===== config.mk =====
export PLATFORM = sky130hd
export DESIGN_NAME = tim_cfg_sequencer_flat
export DESIGN_NICKNAME = d
export VERILOG_FILES = /design/src/rtl/tim_cfg_sequencer_if.sv /design/src/rtl/tim_cfg_sequencer.sv /design/src/flat_wrapper.sv
export SDC_FILE = /design/constraint.sdc
export NUM_CORES = 1
export LEC_CHECK = 0
export BUFFER_PORTS_ARGS = -buffer_cell sky130_fd_sc_hd__buf_4
export CORE_MARGIN = 8
export CORE_UTILIZATION = 50
export DETAILED_ROUTE_END_ITERATION = 16
export GPL_TIMING_DRIVEN = 0
export HOLD_SLACK_MARGIN = 0.06
export PLACE_DENSITY = 0.65
export SLEW_MARGIN = 40
export SYNTH_ARGS = -nofsm -noshare
export SYNTH_HDL_FRONTEND = slang
export SYNTH_SLANG_ARGS = --single-unit
export TNS_END_PERCENT = 50

===== constraint.sdc =====
create_clock -name apb_clk -period 7.6 [get_ports apb_clk]
set_input_delay 1.14 -clock apb_clk [delete_from_list [all_inputs] [get_ports apb_clk]]
set_output_delay 1.14 -clock apb_clk [all_outputs]
set_load 0.005 [all_outputs]

===== src/rtl/tim_cfg_sequencer_if.sv =====
// APB bus between the configuration sequencer (master) and the timer slave port.
// Signal names follow the timer's timx_* port naming.
interface tim_cfg_sequencer_if;
  logic        timx_psel;
  logic        timx_penable;
  logic        timx_pwrite;
  logic [15:0] timx_paddr;
  logic [31:0] timx_pwdata;
  logic [31:0] timx_prdata;

  modport master (
    output timx_psel, timx_penable, timx_pwrite, timx_paddr, timx_pwdata,
    input  timx_prdata
  );

  modport slave (
    input  timx_psel, timx_penable, timx_pwrite, timx_paddr, timx_pwdata,
    output timx_prdata
  );
endinterface


===== src/rtl/tim_cfg_sequencer.sv =====
// Replays a software-loaded table of write/read/wait/end commands as back-to-back
// two-phase APB transfers on the timer slave port.
module tim_cfg_sequencer #(
  parameter int DEPTH = 16,
  parameter int IDX_W = 4
) (
  input  logic               apb_clk,
  input  logic               apb_rst,
  input  logic               tbl_we,
  input  logic [IDX_W-1:0]   tbl_idx,
  input  logic [1:0]         tbl_op,
  input  logic [15:0]        tbl_addr,
  input  logic [31:0]        tbl_data,
  input  logic               start,
  input  logic [IDX_W:0]     num_entries,
  input  logic               abort,
  output logic               busy,
  output logic               done,
  output logic               aborted,
  output logic               rd_valid,
  output logic [IDX_W-1:0]   rd_idx,
  output logic [31:0]        rd_data,
  tim_cfg_sequencer_if.master timx
);

  localparam logic [2:0] ST_IDLE   = 3'd0;
  localparam logic [2:0] ST_SETUP  = 3'd1;
  localparam logic [2:0] ST_ACCESS = 3'd2;
  localparam logic [2:0] ST_WAIT   = 3'd3;
  localparam logic [2:0] ST_DONE   = 3'd4;

  localparam logic [1:0] OP_WRITE = 2'b00;
  localparam logic [1:0] OP_READ  = 2'b01;
  localparam logic [1:0] OP_WAIT  = 2'b10;
  localparam logic [1:0] OP_END   = 2'b11;

  localparam logic [IDX_W:0] CNT_ZERO = '0;
  localparam logic [IDX_W:0] CNT_ONE  = {{IDX_W{1'b0}}, 1'b1};

  logic [2:0]       state_reg, state_next;
  logic [IDX_W-1:0] ptr_reg, ptr_next;
  logic [IDX_W:0]   count_reg, count_next;
  logic [15:0]      cnt_reg, cnt_next;
  logic             pend_reg, pend_next;
  logic             busy_reg, done_reg, aborted_reg, rd_valid_reg;
  logic [IDX_W-1:0] rd_idx_reg;
  logic [31:0]      rd_data_reg;
  logic             psel_reg, penable_reg, pwrite_reg;
  logic [15:0]      paddr_reg;
  logic [31:0]      pwdata_reg;

  // Table entries: {op[49:48], addr[47:32], data[31:0]}, deliberately not reset.
  logic [DEPTH-1:0][49:0] ent_rd;
  logic                   tbl_wr_ok;

  assign tbl_wr_ok = (state_reg == ST_IDLE);

  generate
    for (genvar gi = 0; gi < DEPTH; gi++) begin : g_ent
      logic [49:0] ent_reg;
      always_ff @(posedge apb_clk) begin
        if (tbl_we && tbl_wr_ok && (tbl_idx == IDX_W'(gi))) begin
          ent_reg <= {tbl_op, tbl_addr, tbl_data};
        end
      end
      assign ent_rd[gi] = ent_reg;
    end
  endgenerate

  logic [IDX_W:0]   ptr_inc;
  logic [IDX_W-1:0] disp_idx;
  logic [49:0]      disp_ent;
  logic [1:0]       disp_op;
  logic [15:0]      disp_wait;

  assign ptr_inc   = {1'b0, ptr_reg} + CNT_ONE;
  assign disp_idx  = (state_reg == ST_IDLE) ? '0 : ptr_inc[IDX_W-1:0];
  assign disp_ent  = ent_rd[disp_idx];
  assign disp_op   = disp_ent[49:48];
  assign disp_wait = (disp_ent[15:0] == 16'd0) ? 16'd1 : disp_ent[15:0];

  logic dispatch, advance, abort_fin;

  always_comb begin
    state_next = state_reg;
    ptr_next   = ptr_reg;
    count_next = count_reg;
    cnt_next   = cnt_reg;
    pend_next  = pend_reg;
    dispatch   = 1'b0;
    advance    = 1'b0;
    abort_fin  = 1'b0;

    case (state_reg)
      ST_IDLE: begin
        pend_next = 1'b0;
        if (start) begin
          if (num_entries == CNT_ZERO) begin
            state_next = ST_DONE;
          end else begin
            count_next = num_entries;
            dispatch   = 1'b1;
          end
        end
      end
      ST_SETUP: begin
        // An abort here only arms; the transfer always finishes its ACCESS phase.
        state_next = ST_ACCESS;
        if (abort) pend_next = 1'b1;
      end
      ST_ACCESS: begin
        if (abort || pend_reg) begin
          state_next = ST_DONE;
          abort_fin  = 1'b1;
        end else begin
          advance = 1'b1;
        end
      end
      ST_WAIT: begin
        if (abort || pend_reg) begin
          state_next = ST_DONE;
          abort_fin  = 1'b1;
        end else if (cnt_reg <= 16'd1) begin
          advance = 1'b1;
        end else begin
          cnt_next = cnt_reg - 16'd1;
        end
      end
      ST_DONE: begin
        state_next = ST_IDLE;
        pend_next  = 1'b0;
      end
      default: state_next = ST_IDLE;
    endcase

    if (advance) begin
      if (ptr_inc == count_reg) state_next = ST_DONE;
      else                      dispatch   = 1'b1;
    end

    if (dispatch) begin
      ptr_next = disp_idx;
      case (disp_op)
        OP_WRITE, OP_READ: state_next = ST_SETUP;
        OP_WAIT: begin
          state_next = ST_WAIT;
          cnt_next   = disp_wait;
        end
        default: state_next = ST_DONE;
      endcase
    end
  end

  always_ff @(posedge apb_clk or posedge apb_rst) begin
    if (apb_rst) begin
      state_reg    <= ST_IDLE;
      ptr_reg      <= '0;
      count_reg    <= '0;
      cnt_reg      <= '0;
      pend_reg     <= 1'b0;
      busy_reg     <= 1'b0;
      done_reg     <= 1'b0;
      aborted_reg  <= 1'b0;
      rd_valid_reg <= 1'b0;
      rd_idx_reg   <= '0;
      rd_data_reg  <= '0;
      psel_reg     <= 1'b0;
      penable_reg  <= 1'b0;
      pwrite_reg   <= 1'b0;
      paddr_reg    <= '0;
      pwdata_reg   <= '0;
    end else begin
      state_reg   <= state_next;
      ptr_reg     <= ptr_next;
      count_reg   <= count_next;
      cnt_reg     <= cnt_next;
      pend_reg    <= pend_next;
      busy_reg    <= (state_next != ST_IDLE);
      done_reg    <= (state_next == ST_DONE) && !abort_fin;
      aborted_reg <= (state_next == ST_DONE) && abort_fin;
      psel_reg    <= (state_next == ST_SETUP) || (state_next == ST_ACCESS);
      penable_reg <= (state_next == ST_ACCESS);
      if (state_next == ST_SETUP) begin
        paddr_reg  <= disp_ent[47:32];
        pwrite_reg <= (disp_op == OP_WRITE);
        pwdata_reg <= (disp_op == OP_WRITE) ? disp_ent[31:0] : 32'd0;
      end
      // Read data is captured at the end of ACCESS, abort or not.
      rd_valid_reg <= (state_reg == ST_ACCESS) && !pwrite_reg;
      if ((state_reg == ST_ACCESS) && !pwrite_reg) begin
        rd_data_reg <= timx.timx_prdata;
        rd_idx_reg  <= ptr_reg;
      end
    end
  end

  assign busy              = busy_reg;
  assign done              = done_reg;
  assign aborted           = aborted_reg;
  assign rd_valid          = rd_valid_reg;
  assign rd_idx            = rd_idx_reg;
  assign rd_data           = rd_data_reg;
  assign timx.timx_psel    = psel_reg;
  assign timx.timx_penable = penable_reg;
  assign timx.timx_pwrite  = pwrite_reg;
  assign timx.timx_paddr   = paddr_reg;
  assign timx.timx_pwdata  = pwdata_reg;

endmodule

===== src/flat_wrapper.sv =====
// flat-port wrapper written by rule: the top's interface ports become plain ports
module tim_cfg_sequencer_flat 
#(
  parameter int DEPTH = 16,
  parameter int IDX_W = 4
)
  (apb_clk, apb_rst, tbl_we, tbl_idx, tbl_op, tbl_addr, tbl_data, start, num_entries, abort, busy, done, aborted, rd_valid, rd_idx, rd_data, timx_timx_psel, timx_timx_penable, timx_timx_pwrite, timx_timx_paddr, timx_timx_pwdata, timx_timx_prdata);
  tim_cfg_sequencer_if timx_i ();
  input  logic apb_clk;
  input  logic apb_rst;
  input  logic tbl_we;
  input  logic [IDX_W-1:0] tbl_idx;
  input  logic [1:0] tbl_op;
  input  logic [15:0] tbl_addr;
  input  logic [31:0] tbl_data;
  input  logic start;
  input  logic [IDX_W:0] num_entries;
  input  logic abort;
  output logic busy;
  output logic done;
  output logic aborted;
  output logic rd_valid;
  output logic [IDX_W-1:0] rd_idx;
  output logic [31:0] rd_data;
  output wire logic [$bits(timx_i.timx_psel)-1:0] timx_timx_psel;
  output wire logic [$bits(timx_i.timx_penable)-1:0] timx_timx_penable;
  output wire logic [$bits(timx_i.timx_pwrite)-1:0] timx_timx_pwrite;
  output wire logic [$bits(timx_i.timx_paddr)-1:0] timx_timx_paddr;
  output wire logic [$bits(timx_i.timx_pwdata)-1:0] timx_timx_pwdata;
  input wire logic [$bits(timx_i.timx_prdata)-1:0] timx_timx_prdata;
  assign timx_timx_psel = timx_i.timx_psel;
  assign timx_timx_penable = timx_i.timx_penable;
  assign timx_timx_pwrite = timx_i.timx_pwrite;
  assign timx_timx_paddr = timx_i.timx_paddr;
  assign timx_timx_pwdata = timx_i.timx_pwdata;
  assign timx_i.timx_prdata = timx_timx_prdata;
  tim_cfg_sequencer #(.DEPTH(DEPTH), .IDX_W(IDX_W)) u_core (.apb_clk(apb_clk), .apb_rst(apb_rst), .tbl_we(tbl_we), .tbl_idx(tbl_idx), .tbl_op(tbl_op), .tbl_addr(tbl_addr), .tbl_data(tbl_data), .start(start), .num_entries(num_entries), .abort(abort), .busy(busy), .done(done), .aborted(aborted), .rd_valid(rd_valid), .rd_idx(rd_idx), .rd_data(rd_data), .timx(timx_i));
endmodule

# Word level (Yosys, flattened, before mapping)
# Cells that the tools add are included.
[word_totals] inputBits=96 regBits=920
[op_classes] order_cmp=2 n_reduce_logical=36 add_sub_neg=2 eq_ne=26 n_bitwise=1 muxes=31
[op_table] cell="50-bit binary-select mux with 4-bit select" n=1
[op_table] cell="16-bit two-way mux" n=6
[op_table] cell="50-bit two-way mux" n=1
[op_table] cell="4-bit == test (second input constant)" n=8
[op_table] cell="32-bit two-way mux" n=1
[op_table] cell="1-bit logical AND" n=20
[op_table] cell="3-bit two-way mux" n=6
[op_table] cell="4-bit by 3-bit == test with 1-bit output (second input constant)" n=4
[op_table] cell="16-bit by 1-bit <= comparator with 1-bit output (second input constant)" n=1
[op_table] cell="16-bit logical NOT" n=1
[op_table] cell="16-bit by 1-bit subtractor with 16-bit output (second input constant)" n=1
[op_table] cell="1-bit two-way mux" n=11
[op_table] cell="3-bit by 2-bit == test with 1-bit output (second input constant)" n=3
[op_table] cell="3-bit one-hot mux with 3 select lines" n=1
[op_table] cell="4-bit by 2-bit == test with 1-bit output (second input constant)" n=2
[op_table] cell="3-bit by 1-bit == test with 1-bit output (second input constant)" n=2
[op_table] cell="3-bit == test (second input constant)" n=2
[op_table] cell="3-bit one-hot mux with 2 select lines" n=1
[op_table] cell="2-bit OR reduction" n=3
[op_table] cell="4-bit by 1-bit adder with 5-bit output (second input constant)" n=1
[op_table] cell="5-bit == test" n=1
[op_table] cell="5-bit logical NOT" n=1
[op_table] cell="4-bit by 5-bit < comparator with 1-bit output (second input constant)" n=1
[op_table] cell="4-bit by 1-bit == test with 1-bit output (second input constant)" n=1
[op_table] cell="other kinds (15)" n=18

# Logic depth before layout (Yosys ltp)
# Gate-level depths: netlist (run 1).
[logic_depth] ltp_word=10 depth_mapped=13

# Least setup slack after synthesis (run 1)
# No wires, ideal clock.
[synth_timing] kind="register to register" startpoint="register u_core.state_reg[0]" endpoint="register u_core.g_ent[1].ent_reg[0], enable pin" setup_slack_ns=1.548 t_arrival_ns=5.532 n_path_buf=6 setup_time_ns=0.520 period_less_slack_ns=6.052 path_stages_with_launch=10 path_cell_list="dfrtp_1 buf_2 nor3_2 buf_4 buf_4 clkbuf_1 clkbuf_1 buf_1 nand4b_1 nor3_1"
[synth_via] elab_chain_cells=3
[synth_rtl] element="start, declared" line_no="tim_cfg_sequencer.sv:40" text="logic [2:0] state_reg, state_next;"
[synth_rtl] element="start signal, assigned" line_no="tim_cfg_sequencer.sv:173" text="state_reg <= state_next;"
[synth_rtl] element="3-bit logical NOT" line_no="tim_cfg_sequencer.sv:56" text="assign tbl_wr_ok = (state_reg == ST_IDLE);"
[synth_rtl] element="1-bit logical AND (2 in a row)" line_no="tim_cfg_sequencer.sv:62" text="if (tbl_we && tbl_wr_ok && (tbl_idx == IDX_W'(gi))) begin"
[synth_rtl] element="end signal, assigned" line_no="tim_cfg_sequencer.sv:63" text="ent_reg <= {tbl_op, tbl_addr, tbl_data};"
[synth_rtl] element="end, declared" line_no="tim_cfg_sequencer.sv:60" text="logic [49:0] ent_reg;"
# No other way between the ends.
# A chain may end at the register's enable or synchronous reset.

# Final worst setup path (run 1)
[layout_timing] startpoint="register u_core.state_reg[0]" endpoint="register u_core.g_ent[1].ent_reg[22], enable pin"
# Same word-level chain as after synthesis.

==> metrics.yaml, run 1 <==
status: "complete, no violations"
rsz0062_at_grt: "no"
clockBufferDepth: 3
yosysTopAreaCell: "edfxtp_1"
die_w_um: 288.3
drc: 0
cts_tree: "built"
hpwlAfterDp_mm: 74.08
largest_reg_flops: 800
fp.dieH_um: 288.3
finalSetupViolCount: 0
overflow: 0
fillerInstances: 5507
yosys_warnings: 0
core_um2: 73950
peakVddDrop_mv: 0.2007
route.vias.total: 23470
grt_max_degree: 64
swShare_pct: 36.57
final_cell_mix: "800 x edfxtp_1, 221 x buf_4, 126 x mux2i_1"
yosysTopAreaCellShare_pct: 64.82
slew_headroom_pct: 34.49
ys_types: 72
power_density_nw_per_um2: 388.3
hp-class: "reg2reg"
ant_nets: 0
power_leakage_nw: 15.17
cts_sinks: 920
ys_seq_area_share_pct: 72.92
fmax_ghz: 0.1772
internal-power_mw: 10.87
start_util_pct: 50.12
power_frac_clock_pct: 27.7
grt_pass1_wl_mm: 157.2
cts_hold_buffers: 0
antenna_found_initial: 3
end_kind: "register"
drv_cap: 0
setup_ws_ns: 1.955
drive_gt1_share_pct: 24.77
avgSynthCellArea_um2: 15.90
via_per_inst: 6.270
p_seq_share_pct: 35.9
final_common_cell: "edfxtp_1"
synth_edf_count: 800
syn_inst: 2331
htree_levels: 3
cts_buffers: 94
worstMarginPinSlew_ns: 0.9789
final_nets: 2793
totalWireLength_mm: 108.0
cts_resized: 0
row_count: 100
finalHoldViolCount: 0
first_pass_iters: 7
area_growth_pct: 19.05
post_cts_buffers: 0
postSynthRegisterBits: 920
routabilityCongestion: 0.9065
skew_ns: 0.02623
pre_cts_slack_ns: 1.716
grt_pass1_vias: 23830
cp.required_ns: 7.95
startpoint_type: "register"
clk_pin_slew_ns: 0.06
slew_viol_final: 0
io_buffers: 186
crit_fanout: 10
io_pins: 187
ys.flop_type: "edfxtp_1"
p_switching_mw: 6.265
synthesis.nets: 2430
drt_iter0_markers: 2900
period_minus_slack_ns: 5.645
wire_per_inst_um: 28.85
arrival_ns: 6.00
synth_top_cells_by_area: "edfxtp_1 65%, dfrtp_1 8.1%, mux2i_1 3.4%"
fin_crit_sh_pct: 74.27
p_comb_share_pct: 36.4
cts-root-buf: "clkbuf_16"
async_flop_share_pct: 13.04
insertion_delay_ns: 0.65
worstSetupPathType: "reg2reg"
setup-tns-final_ns: 0
die_area_um2: 83090
synth_area_um2: 37060
grt_util_all_layers_pct: 25.63
## worst paths after layout
path                                            from                           to  slack (ns)  cells past startpoint
max in group asynchronous                    apb_rst          u_core.count_reg[0]        6.36                      3
min in group asynchronous                    apb_rst            u_core.rd_data[4]        0.54                      2
min                        u_core.timx.timx_paddr[6]    u_core.timx.timx_paddr[6]        0.48                      2
min reg2reg                u_core.timx.timx_paddr[6]    u_core.timx.timx_paddr[6]        0.48                      2
max                              u_core.state_reg[0]  u_core.g_ent[1].ent_reg[22]        1.96                     15
max reg2reg                      u_core.state_reg[0]  u_core.g_ent[1].ent_reg[22]        1.96                     15
## stage by stage
step	cells	hold WS [ns]	instance area (um^2)	total power, mW	utilization [%]
floorplan	2331	0.4726	37060	9.777	-
finish	3744	0.4836	44120	17.13	59.67
detailed placement	3567	0.4750	40930	12.38	55.35
CTS	3743	0.4880	44110	17.10	59.66
global placement	3486	0.4689	39670	12.21	53.65
global route	3743	0.5060	44120	17.77	59.67
## per-layer routing
| metal | track usage (%) | up-vias | part of all wire [%] |
|---|---|---|---|
| li1 | - | 10000 | - |
| met4 | 9.061 | 2 | 3.5 |
| met1 | 35.18 | 11770 | 40 |
| met5 | 0 | - | 0.011 |
| met2 | 40.66 | 1465 | 46 |
| met3 | 5.388 | 238 | 10 |
## worst max-delay path, stage by stage, from the launching register on
cell and delay [ns]:
dfrtp_1 0.37, buf_2 0.19, nor3_2 0.32, buf_4 0.26, buf_4 0.26, clkbuf_1 0.54
clkbuf_1 0.66, clkbuf_2 0.49, nand4b_1 0.45, nor3_2 0.37, buf_2 0.26, buf_2 0.27
buf_2 0.26, buf_2 0.21, buf_4 0.20, buf_4 0.19
## power groups by stage
| stage | logic, mW | registers (mW) | clock network, mW |
|---|---|---|---|
| after detailed placement | 6.13 | 6.24 | 0 |
| after global placement | 5.97 | 6.24 | 0 |
| after CTS | 6.16 | 6.14 | 4.79 |
| after floorplan | 3.59 | 6.19 | 0 |
| after global routing | 6.60 | 6.18 | 4.99 |
| final | 6.24 | 6.15 | 4.74 |
## cell usage after synthesis (all sizes together) (3+ instances only)
cell	count
a2111oi	16
a211oi	68
a21oi	96
a221o	3
a221oi	44
a22oi	7
a2bb2oi	3
a311oi	17
and2	16
and3	8
buf	86
clkbuf	86
dfrtp	120
edfxtp	800
ha	3
inv	26
mux2	108
mux2i	126
mux4	36
nand2	104
nand2b	8
nand3	33
nand4	4
nand4b	3
nor2	74
nor3	82
nor3b	3
nor4	6
o211ai	12
o21ai	111
o22a	4
o22ai	71
o2bb2ai	3
o31ai	32
o41ai	16
or3	50
or4	4
xnor2	19
xor2	3
## logic make-up (layout without fill, tap and decap cells)
group	after synthesis	count (layout)	synth area share, %
flip-flops	920	920	72.92
other	0	1	0
buffers and inverters	198	641	2.562
adder cells (fa/ha/maj)	3	3	0.1013
AO/OA/AOI/OAI	516	516	9.598
multiplexers	270	270	8.892
XOR/XNOR	22	22	0.5402
AND/OR/NAND/NOR	402	402	5.385
## layout make-up
type                    count  area, um^2  area share (%)
flip-flops and latches    920       27030           61.25
repair buffers            267        2504           5.674
clock buffers             120        2531           5.737
inverters                  26       105.1          0.2382
diodes                      1       2.502        0.005672
clock inverters            56       656.9           1.489
plain buffers             172       863.3           1.957
multi-input cells        1213        9221           20.90
well taps                 969        1212           2.748
Power figures use the tool's default switching activity.
==> run 2, diff against run 1 <==
Settings changed: ABC_AREA from default to 1.
Clock period 7.6 ns to 5.7 ns, I/O delays scaled along.
==> metrics.yaml, run 2 <==
status: "complete, no violations"
reg2regPathDepth: 14
yosysTopAreaCellShare_pct: 63.75
antenna_found_initial: 4
cts-root-buf: "clkbuf_16"
core_um2: 74570
io_pins: 187
cts_hold_buffers: 0
ant_nets: 0
worstSetupPathType: "reg2reg"
cp.required_ns: 6.28
final_common_cell: "edfxtp_1"
first_pass_iters: 6
drive_gt1_share_pct: 15.27
slew_headroom_pct: 44.12
synth_edf_count: 800
fin_area_um2: 44810
fmax_ghz: 0.2673
yosys_warnings: 0
period_minus_slack_ns: 3.741
drc: 0
cts_sinks: 920
overflow: 0
r2r_slack_ns: 1.96
grt_pass1_wl_mm: 168.9
route.vias.total: 27210
synthTopCellsByCount: "800 x edfxtp_1, 719 x nand2_1, 518 x nand3_1, 337 x nor2_1, 121 x inv_1"
avgSynthCellArea_um2: 11.76
skew_ns: 0.03012
fin_crit_sh_pct: 65.63
final_cell_mix: "800 x edfxtp_1, 719 x nand2_1, 518 x nand3_1"
drv_cap: 0
startpoint_type: "register"
start_util_pct: 50.53
final_nets: 3645
end_kind: "register"
fillerInstances: 5855
peakVddDrop_mv: 0.2953
power_density_nw_per_um2: 538.0
yosysTopAreaCell: "edfxtp_1"
slew_viol_final: 0
synth_top_cells_by_area: "edfxtp_1 64%, dfrtp_1 8.0%, nand2_1 7.2%"
fp.dieH_um: 290.5
async_flop_share_pct: 13.04
cts_tree: "built"
fin_util_pct: 60.09
io_buffers: 186
cts_buffers: 96
hpwlAfterDp_mm: 79.17
die_w_um: 290.5
ys.flop_type: "edfxtp_1"
dpl-instance-area_um2: 41650
grt_max_degree: 69
drt_iter0_markers: 3361
routabilityCongestion: 0.8709
crit_fanout: 10
htree_levels: 3
rsz0062_at_grt: "no"
yosysMostFrequentCell: "edfxtp_1"
arrival_ns: 4.32
grt_util_all_layers_pct: 26.25
ys_types: 33
finalHoldViolCount: 0
totalWireLength_mm: 114.0
worstMarginPinSlew_ns: 0.8383
wire_per_inst_um: 24.75
clockBufferDepth: 3
area_growth_pct: 18.91
largest_reg_flops: 800
finalSetupViolCount: 0
grt_pass1_vias: 26900
synth_area_um2: 37680
hp-class: "in2async"
via_per_inst: 5.908
postSynthRegisterBits: 920
cts_resized: 0
ys_seq_area_share_pct: 71.72
insertion_delay_ns: 0.65
syn_inst: 3204
clk_pin_slew_ns: 0.06
power_leakage_nw: 17.30
die_area_um2: 84400
row_count: 100
post_cts_buffers: 0
synthesis.nets: 3303
## run 2: kinds of logic (layout without fill, tap and decap cells)
logic type	Yosys count	after routing	synth area share [%]
DFF	920	920	71.72
muxes	2	2	0.05976
AOI/OAI and AO/OA	265	265	4.585
xor gates and xnor gates	16	16	0.3719
other	0	7	0
buffers and inverters	328	753	3.872
and+or+nand+nor	1670	1670	19.29
adders and majority gates	3	3	0.09962
## run 2: worst paths after layout
path / startpoint / end
worst max-delay path: u_core.ptr_reg[0] / u_core.timx.timx_pwdata[16]
worst min-delay path: apb_rst / u_core.timx.timx_pwdata[8]
worst max register to register: u_core.ptr_reg[0] / u_core.timx.timx_pwdata[16]
worst min register to register: u_core.rd_data[20] / u_core.rd_data[20]
max in group asynchronous: apb_rst / u_core.timx.timx_paddr[1]
min in group apb_clk: timx_timx_prdata[16] / u_core.rd_data[16]
## run 2: worst max-delay path: stages, from the launching register on
cell and delay, ns:
dfrtp_1 0.59, ha_1 0.26, inv_1 0.05, nand2_1 0.05
nand2_1 0.10, nor2_2 0.20, buf_4 0.24, buf_2 0.39
buf_1 0.66, nand3_1 0.19, nand3_1 0.11, nand2_1 0.14
nor2_1 0.44, nand3_1 0.15, nand2_1 0.09
## run 2: report_power, final
group / internal, mW / total (mW) / leakage [nW] / switching, mW
logic: 2.86 / 9.73 / 7.02 / 6.87
registers: 7.86 / 8.19 / 8.74 / 0.327
clock network: 3.59 / 6.19 / 1.54 / 2.61
## run 2: stage by stage
step                total power [mW]  cells  hold slack, ns  setup WS [ns]   TNS, ns
floorplan                      13.78   3204          0.4542          1.659         0
detailed placement             17.83   4416          0.4600          2.162         0
CTS                            23.98   4597          0.2280          2.083         0
global route                   25.23   4599          0.2676          1.869         0
finish                         24.11   4605          0.2488          1.959         0
global placement               17.55   4359          0.4546         -1.420  -1005.61
## run 2: layout make-up
cell class / instances / area, um^2 / share of cell area (%)
antenna: 7 / 17.52 / 0.03909
sequential: 920 / 27030 / 60.31
inverter: 128 / 488.0 / 1.089
clock inverter: 58 / 456.7 / 1.019
buffer: 200 / 982.2 / 2.192
clock buffer: 123 / 2670 / 5.959
tap: 969 / 1212 / 2.706
timing repair buffer: 244 / 2639 / 5.889
multi-input combinational: 1956 / 9318 / 20.79
## run 2: layer usage
metal  routed length (um)  up-vias  global-route usage, %
met2                52660     1656                  41.84
li1                     -    11950                      -
met1                44550    13350                  35.35
met4                 3886        2                  9.961
met3                12860      244                  5.712
met5                   13        -                      0
